**config.mk**
```make
export PLATFORM = sky130hd
export DESIGN_NAME = uid_auth_table
export DESIGN_NICKNAME = d
export VERILOG_FILES = /design/src/rtl/uid_auth_table.sv
export SDC_FILE = /design/constraint.sdc
export NUM_CORES = 1
export LEC_CHECK = 0
export CORE_UTILIZATION = 40
export DETAILED_ROUTE_END_ITERATION = 12
export HOLD_SLACK_MARGIN = 0.1
export PLACE_DENSITY = 0.68
export SLEW_MARGIN = 40
export SYNTH_ARGS = -nofsm -noshare
export SYNTH_HDL_FRONTEND = slang
export SYNTH_SLANG_ARGS = --single-unit
```
**constraint.sdc**
```tcl
create_clock -name clk -period 6.9 [get_ports clk]
set_clock_uncertainty 0.2 [all_clocks]
set_input_delay 0.69 -clock clk [delete_from_list [all_inputs] [get_ports clk]]
set_output_delay 0.69 -clock clk [all_outputs]
set_load 0.01 [all_outputs]
```
**src/rtl/uid_auth_table.sv**
```systemverilog
// UID authorisation table: a small store of UIDs searched one entry per cycle,
// answering CHECK / ADD / DELETE / CLEAR commands with a one-cycle response strobe.
module uid_auth_table #(
    parameter int UID_MAX = 8,
    parameter int UID_LEN = 4,
    localparam int IDX_W = $clog2(UID_MAX),
    localparam int CNT_W = $clog2(UID_MAX + 1)
) (
    input  logic                 clk,
    input  logic                 rst_n,
    input  logic                 cmd_valid,
    output logic                 cmd_ready,
    input  logic [7:0]           cmd,
    input  logic [8*UID_LEN-1:0] uid_in,
    output logic                 rsp_valid,
    output logic [3:0]           rsp_code,
    output logic [IDX_W-1:0]     rsp_index,
    output logic [CNT_W-1:0]     uid_count,
    output logic                 uid_full,
    output logic                 uid_empty
);

    localparam logic [7:0] OP_CHECK  = 8'h10;
    localparam logic [7:0] OP_ADD    = 8'h11;
    localparam logic [7:0] OP_DELETE = 8'h12;
    localparam logic [7:0] OP_CLEAR  = 8'h13;

    localparam logic [3:0] RC_ALLOWED   = 4'h1;
    localparam logic [3:0] RC_DENIED    = 4'h2;
    localparam logic [3:0] RC_ADDED     = 4'h3;
    localparam logic [3:0] RC_DUPLICATE = 4'h4;
    localparam logic [3:0] RC_FULL      = 4'h5;
    localparam logic [3:0] RC_DELETED   = 4'h6;
    localparam logic [3:0] RC_NOT_FOUND = 4'h7;
    localparam logic [3:0] RC_CLEARED   = 4'h8;
    localparam logic [3:0] RC_BAD_CMD   = 4'hF;

    typedef enum logic [1:0] {IDLE, SEARCH, RESP} state_t;

    state_t               state, state_nx;
    logic [7:0]           cmd_q;
    logic [8*UID_LEN-1:0] uid_q;
    logic                 pend_q;      // accepted CLEAR/unknown opcode waiting one cycle for RESP
    logic [IDX_W-1:0]     scan_idx;
    logic                 free_found;
    logic [IDX_W-1:0]     free_idx;

    logic [8*UID_LEN-1:0] data_mem [UID_MAX];
    logic [UID_MAX-1:0]   valid;

    logic                 accept, is_scan, hit, last, free_now, done;
    logic [IDX_W-1:0]     free_idx_now, idx_nx;
    logic [3:0]           code_nx;
    logic                 add_en, del_en, clr_en;

    assign cmd_ready = (state == IDLE) && !pend_q;
    assign accept    = cmd_valid && cmd_ready;
    assign is_scan   = (cmd == OP_CHECK) || (cmd == OP_ADD) || (cmd == OP_DELETE);

    assign hit          = valid[scan_idx] && (data_mem[scan_idx] == uid_q);
    assign last         = (scan_idx == IDX_W'(UID_MAX - 1));
    assign free_now     = free_found || !valid[scan_idx];
    assign free_idx_now = free_found ? free_idx : scan_idx;

    assign uid_full  = (uid_count == CNT_W'(UID_MAX));
    assign uid_empty = (uid_count == '0);

    // NOTE: every signal gets a default before the case so no path leaves one unassigned (no latches).
    always_comb begin
        state_nx = state;
        done     = 1'b0;
        code_nx  = RC_BAD_CMD;
        idx_nx   = '0;
        add_en   = 1'b0;
        del_en   = 1'b0;
        clr_en   = 1'b0;
        case (state)
            IDLE: begin
                if (pend_q) begin
                    done = 1'b1;
                    if (cmd_q == OP_CLEAR) begin
                        code_nx = RC_CLEARED;
                        clr_en  = 1'b1;
                    end
                end else if (accept && is_scan) begin
                    state_nx = SEARCH;
                end
            end
            SEARCH: begin
                if (hit || last) begin
                    done = 1'b1;
                    case (cmd_q)
                        OP_CHECK: begin
                            code_nx = hit ? RC_ALLOWED : RC_DENIED;
                            idx_nx  = hit ? scan_idx : '0;
                        end
                        OP_ADD: begin
                            if (hit) begin
                                code_nx = RC_DUPLICATE;
                                idx_nx  = scan_idx;
                            end else if (free_now) begin
                                code_nx = RC_ADDED;
                                idx_nx  = free_idx_now;
                                add_en  = 1'b1;
                            end else begin
                                code_nx = RC_FULL;
                            end
                        end
                        OP_DELETE: begin
                            code_nx = hit ? RC_DELETED : RC_NOT_FOUND;
                            idx_nx  = hit ? scan_idx : '0;
                            del_en  = hit;
                        end
                        default: code_nx = RC_BAD_CMD;
                    endcase
                end
            end
            RESP:    state_nx = IDLE;
            default: state_nx = IDLE;
        endcase
        if (done) state_nx = RESP;
    end

    // NOTE: sequential state uses non-blocking assignments so all registers update from pre-edge values.
    always_ff @(posedge clk or negedge rst_n) begin
        if (!rst_n) begin
            state      <= IDLE;
            cmd_q      <= '0;
            uid_q      <= '0;
            pend_q     <= 1'b0;
            scan_idx   <= '0;
            free_found <= 1'b0;
            free_idx   <= '0;
        end else begin
            state <= state_nx;
            if (accept) begin
                cmd_q      <= cmd;
                uid_q      <= uid_in;
                pend_q     <= !is_scan;
                scan_idx   <= '0;
                free_found <= 1'b0;
            end else if (pend_q) begin
                pend_q <= 1'b0;
            end else if (state == SEARCH && !done) begin
                scan_idx <= scan_idx + 1'b1;
                if (!free_found && !valid[scan_idx]) begin
                    free_found <= 1'b1;
                    free_idx   <= scan_idx;
                end
            end
        end
    end

    always_ff @(posedge clk or negedge rst_n) begin
        if (!rst_n) begin
            valid     <= '0;
            uid_count <= '0;
            rsp_valid <= 1'b0;
            rsp_code  <= 4'h0;
            rsp_index <= '0;
        end else begin
            rsp_valid <= done;
            if (done) begin
                rsp_code  <= code_nx;
                rsp_index <= idx_nx;
            end
            if (clr_en) begin
                valid     <= '0;
                uid_count <= '0;
            end else if (add_en) begin
                valid[free_idx_now] <= 1'b1;
                uid_count           <= uid_count + 1'b1;
            end else if (del_en) begin
                valid[scan_idx] <= 1'b0;
                uid_count       <= uid_count - 1'b1;
            end
        end
    end

    // NOTE: UID bytes are not reset; the valid bits alone decide whether an entry is meaningful.
    always_ff @(posedge clk) begin
        if (add_en) data_mem[free_idx_now] <= uid_q;
    end

endmodule

```
==> flow_summary.toml <==
[floorplanning]
core-area_mm2 = 0.0334
dieArea_mm2 = 0.0347
die_w_um = 186
rows = 67
io_pins = 58
initial_core_util_pct = 40.6
die_height_um = 186

[timing]
fin_crit_ns = 5.15
fmaxAchievable_ghz = 0.194
holdWs_ns = 0.274
drv_slew = 0
slew_headroom_pct = 42.6
hold_viol = 0
fin_setup_tns_ns = 0
worstMarginPinSlew_ns = 0.839
layout_worst_path_cycle_share_pct = 74.6
rsz0062_at_grt = "no"
fin_ws_ns = 1.75
setup_viol = 0

[setup_path]
crit_fanout = 32
critPathTopFamily = "simple AND/OR/NAND/NOR gates"
start_kind = "flop"
required_ns = 6.86
crit_buf_inv = 3
critPathKind = "flop to flop"
critPathSlowestCell = "dfrtp_2"
path_cells = "buf_4 -> nor2_1 -> a221o_1 -> a222oi_1 -> xor2_1 -> o2111ai_1 -> and4bb_1 -> nand2_1 -> nand2b_2 -> inv_2 -> nand2_1 -> nor3_2 -> buf_4"
max_stage_delay_ns = 0.79
end_kind = "flop"
cp.arrival_ns = 5.11

[routing]
routed_wl_mm = 28.9
ant_nets = 0
drt-initial-drc-count = 662
drtPass1Iterations = 5
routed_via_density = 5.40
drt-wirelength-per-cell_um = 20.0
vias = 7787
drc = 0

[layout]
finish.utilization_pct = 47.2
insertedDiodeCount = 0
finalNonFillerCells = 1442
final_net_count = 1016
fin_area_mm2 = 0.0158
layout-drive-gt1-share_pct = 13.9
fillCellCount = 2880
area_delta_synth_final_pct = 16.3

[synthesis]
synth_flop_cell = "edfxtp_1"
synth_cell_type_count = 71
synth_nets = 953
syn_area_mm2 = 0.0136
async_flop_share_pct = 21.5
yosys_warnings = 0
ys_ff_latch = 326
avgSynthCellArea_um2 = 15.0
ys_seq_area_share_pct = 69.6
synth_edf_count = 256
netlist_instances = 905

[clocking]
cts_setup_buffers = 0
cts_tree = "built"
clockBufferDepth = 3
cts_root_buf = "clkbuf_16"
clock_latency_ns = 0.52
cts.repair.resized = 0
clock_sinks = 326
cts_buffers = 34
cts_max_level = 2
holdBufCountCts = 1
clk_transition_reported_paths_ns = 0.06

[grt]
grt_pass1_wl_mm = 45.4
antenna_found_initial = 0
groute.usage.overall_pct = 17.2
overflow = 0
grt_pass1_vias = 7811
grt_max_degree = 55

[placed_design]
placedCellCount = 1379
place_ws_ns = 1.78
numPortBuffers = 57
place_area_mm2 = 0.0146
gp_congestion = 0.823
dp_hpwl_mm = 17.1

[power]
vdd_ir_drop_max_mv = 0.182
total_power_mw = 4.97
cellPowerDensity_mw_per_mm2 = 315
power_leakage_nw = 5.43

[run_status]
status = "complete, no violations"

[hold_path]
hp-class = "flop to flop"

[job]
drv_cap = 0
## worst paths after layout
| kind | start | endpoint | slack [ns] | cells after the start |
|---|---|---|---|---|
| max in group asynchronous | rst_n | scan_idx[1] | 5.04 | 3 |
| setup / recovery | scan_idx[0] | data_mem[7][17] | 1.75 | 13 |
| hold / removal | cmd_q[2] | cmd_q[2] | 0.27 | 2 |
| setup reg to reg | scan_idx[0] | data_mem[7][17] | 1.75 | 13 |
| min in group asynchronous | rst_n | uid_q[22] | 0.41 | 2 |
| hold reg to reg | cmd_q[2] | cmd_q[2] | 0.27 | 2 |
## synth_stat cells (3+ instances only)
library cell  count  area [um^2]
a22oi_1          22          165
o31ai_1           3         22.5
o211ai_1          3         22.5
nor4_1            4         25.0
a222oi_1          3         30.0
clkbuf_1         15         56.3
buf_6             9          101
nor2_1           18         67.6
a21oi_1          18         90.1
a31oi_1           5         31.3
buf_2            13         65.1
dfrtp_1          70         1750
nand3_1          13         65.1
o21a_1            7         52.6
ha_1              4         50.1
mux4_2           14          315
edfxtp_1        256         7690
o2bb2ai_1         3         26.3
nor3_1            9         45.0
a221oi_1         11         96.3
mux2i_1          76          761
nand2b_1          4         25.0
mux2_1            3         33.8
inv_1            14         52.6
nor2b_1           7         43.8
nor4_2            3         37.5
o22ai_1          13         81.3
and2_1            4         25.0
and3_1           10         62.6
xnor2_1          10         87.6
buf_4             5         37.5
a211oi_1          8         60.1
mux2_2           25          282
a221o_1           5         50.1
xor2_1           11         96.3
o21ai_0          20          100
nand2_1         140          526
## layout by cell type (no fill, tap or decap), types with 4 or more instances in the layout
cell type,instances
inv_1,14
nand3_1,13
mux4_2,14
nor3_2,6
nand2b_1,4
a31oi_1,5
a221o_1,5
mux2_2,25
clkinv_2,4
buf_4,15
nor4_1,4
xnor2_1,10
a21oi_1,18
o21ai_0,20
nor2b_1,7
clkbuf_16,36
nor3_1,4
bufinv_16,6
clkdlybuf4s50_1,56
o21a_1,7
xor2_1,11
a22oi_1,22
nor2_1,18
and3_4,4
mux2i_1,76
a211oi_1,8
clkbuf_1,6
and3_1,8
edfxtp_1,256
dfrtp_1,68
a221oi_1,11
ha_1,4
nand2_1,140
o22ai_1,13
## power by group
part / internal [mW] / total (mW) / switching, mW
Clock: 1.20 / 1.95 / 0.756
Combinational: 0.174 / 0.382 / 0.208
Sequential: 2.39 / 2.64 / 0.249
## worst register-to-register path, delay by kind of cell (launching register included)
kind                   cells  cell delay, ns
AND/OR/NAND/NOR            6            1.54
XOR/XNOR                   1            0.15
flip-flops                 1            0.79
AO/OA/AOI/OAI              3            0.89
buffers and inverters      3            1.21
## area by class of cell
| type | count | area, um^2 | area share [%] |
|---|---|---|---|
| inverters | 15 | 56.3 | 0.357 |
| well taps | 448 | 561 | 3.55 |
| flip-flops and latches | 326 | 9440 | 59.9 |
| repair buffers | 72 | 683 | 4.33 |
| clock buffers | 43 | 937 | 5.94 |
| multi-input cells | 519 | 3820 | 24.2 |
| clock inverters | 19 | 269 | 1.71 |
## registers in the layout, summed over array words and instances (netlist names)
name	count
valid	8
rsp_index	3
pend_q	1
scan_idx	3
uid_q	32
state	2
rsp_valid	1
free_found	1
rsp_code	4
uid_count	4
free_idx	3
cmd_q	8
data_mem	256
## metal layers
metal / global-route usage [%] / routed length, um / vias to the layer above
li1: - / - / 3567
met1: 24.7 / 13300 / 3966
met2: 27.4 / 13500 / 209
met3: 2.71 / 1540 / 45
met4: 4.59 / 540 / 0
met5: 0 / 0 / -
## cell families (layout without fill, tap and decap cells)
kind of cell	after synthesis	count (layout)	share of synthesized area, %
buf+inv	60	149	2.50
fa+ha+maj	5	5	0.517
simple gates	237	237	8.47
compound gates	137	137	7.20
flops	326	326	69.6
mux	119	119	10.4
xor+xnor	21	21	1.36
(Power assumes the default switching activity.)
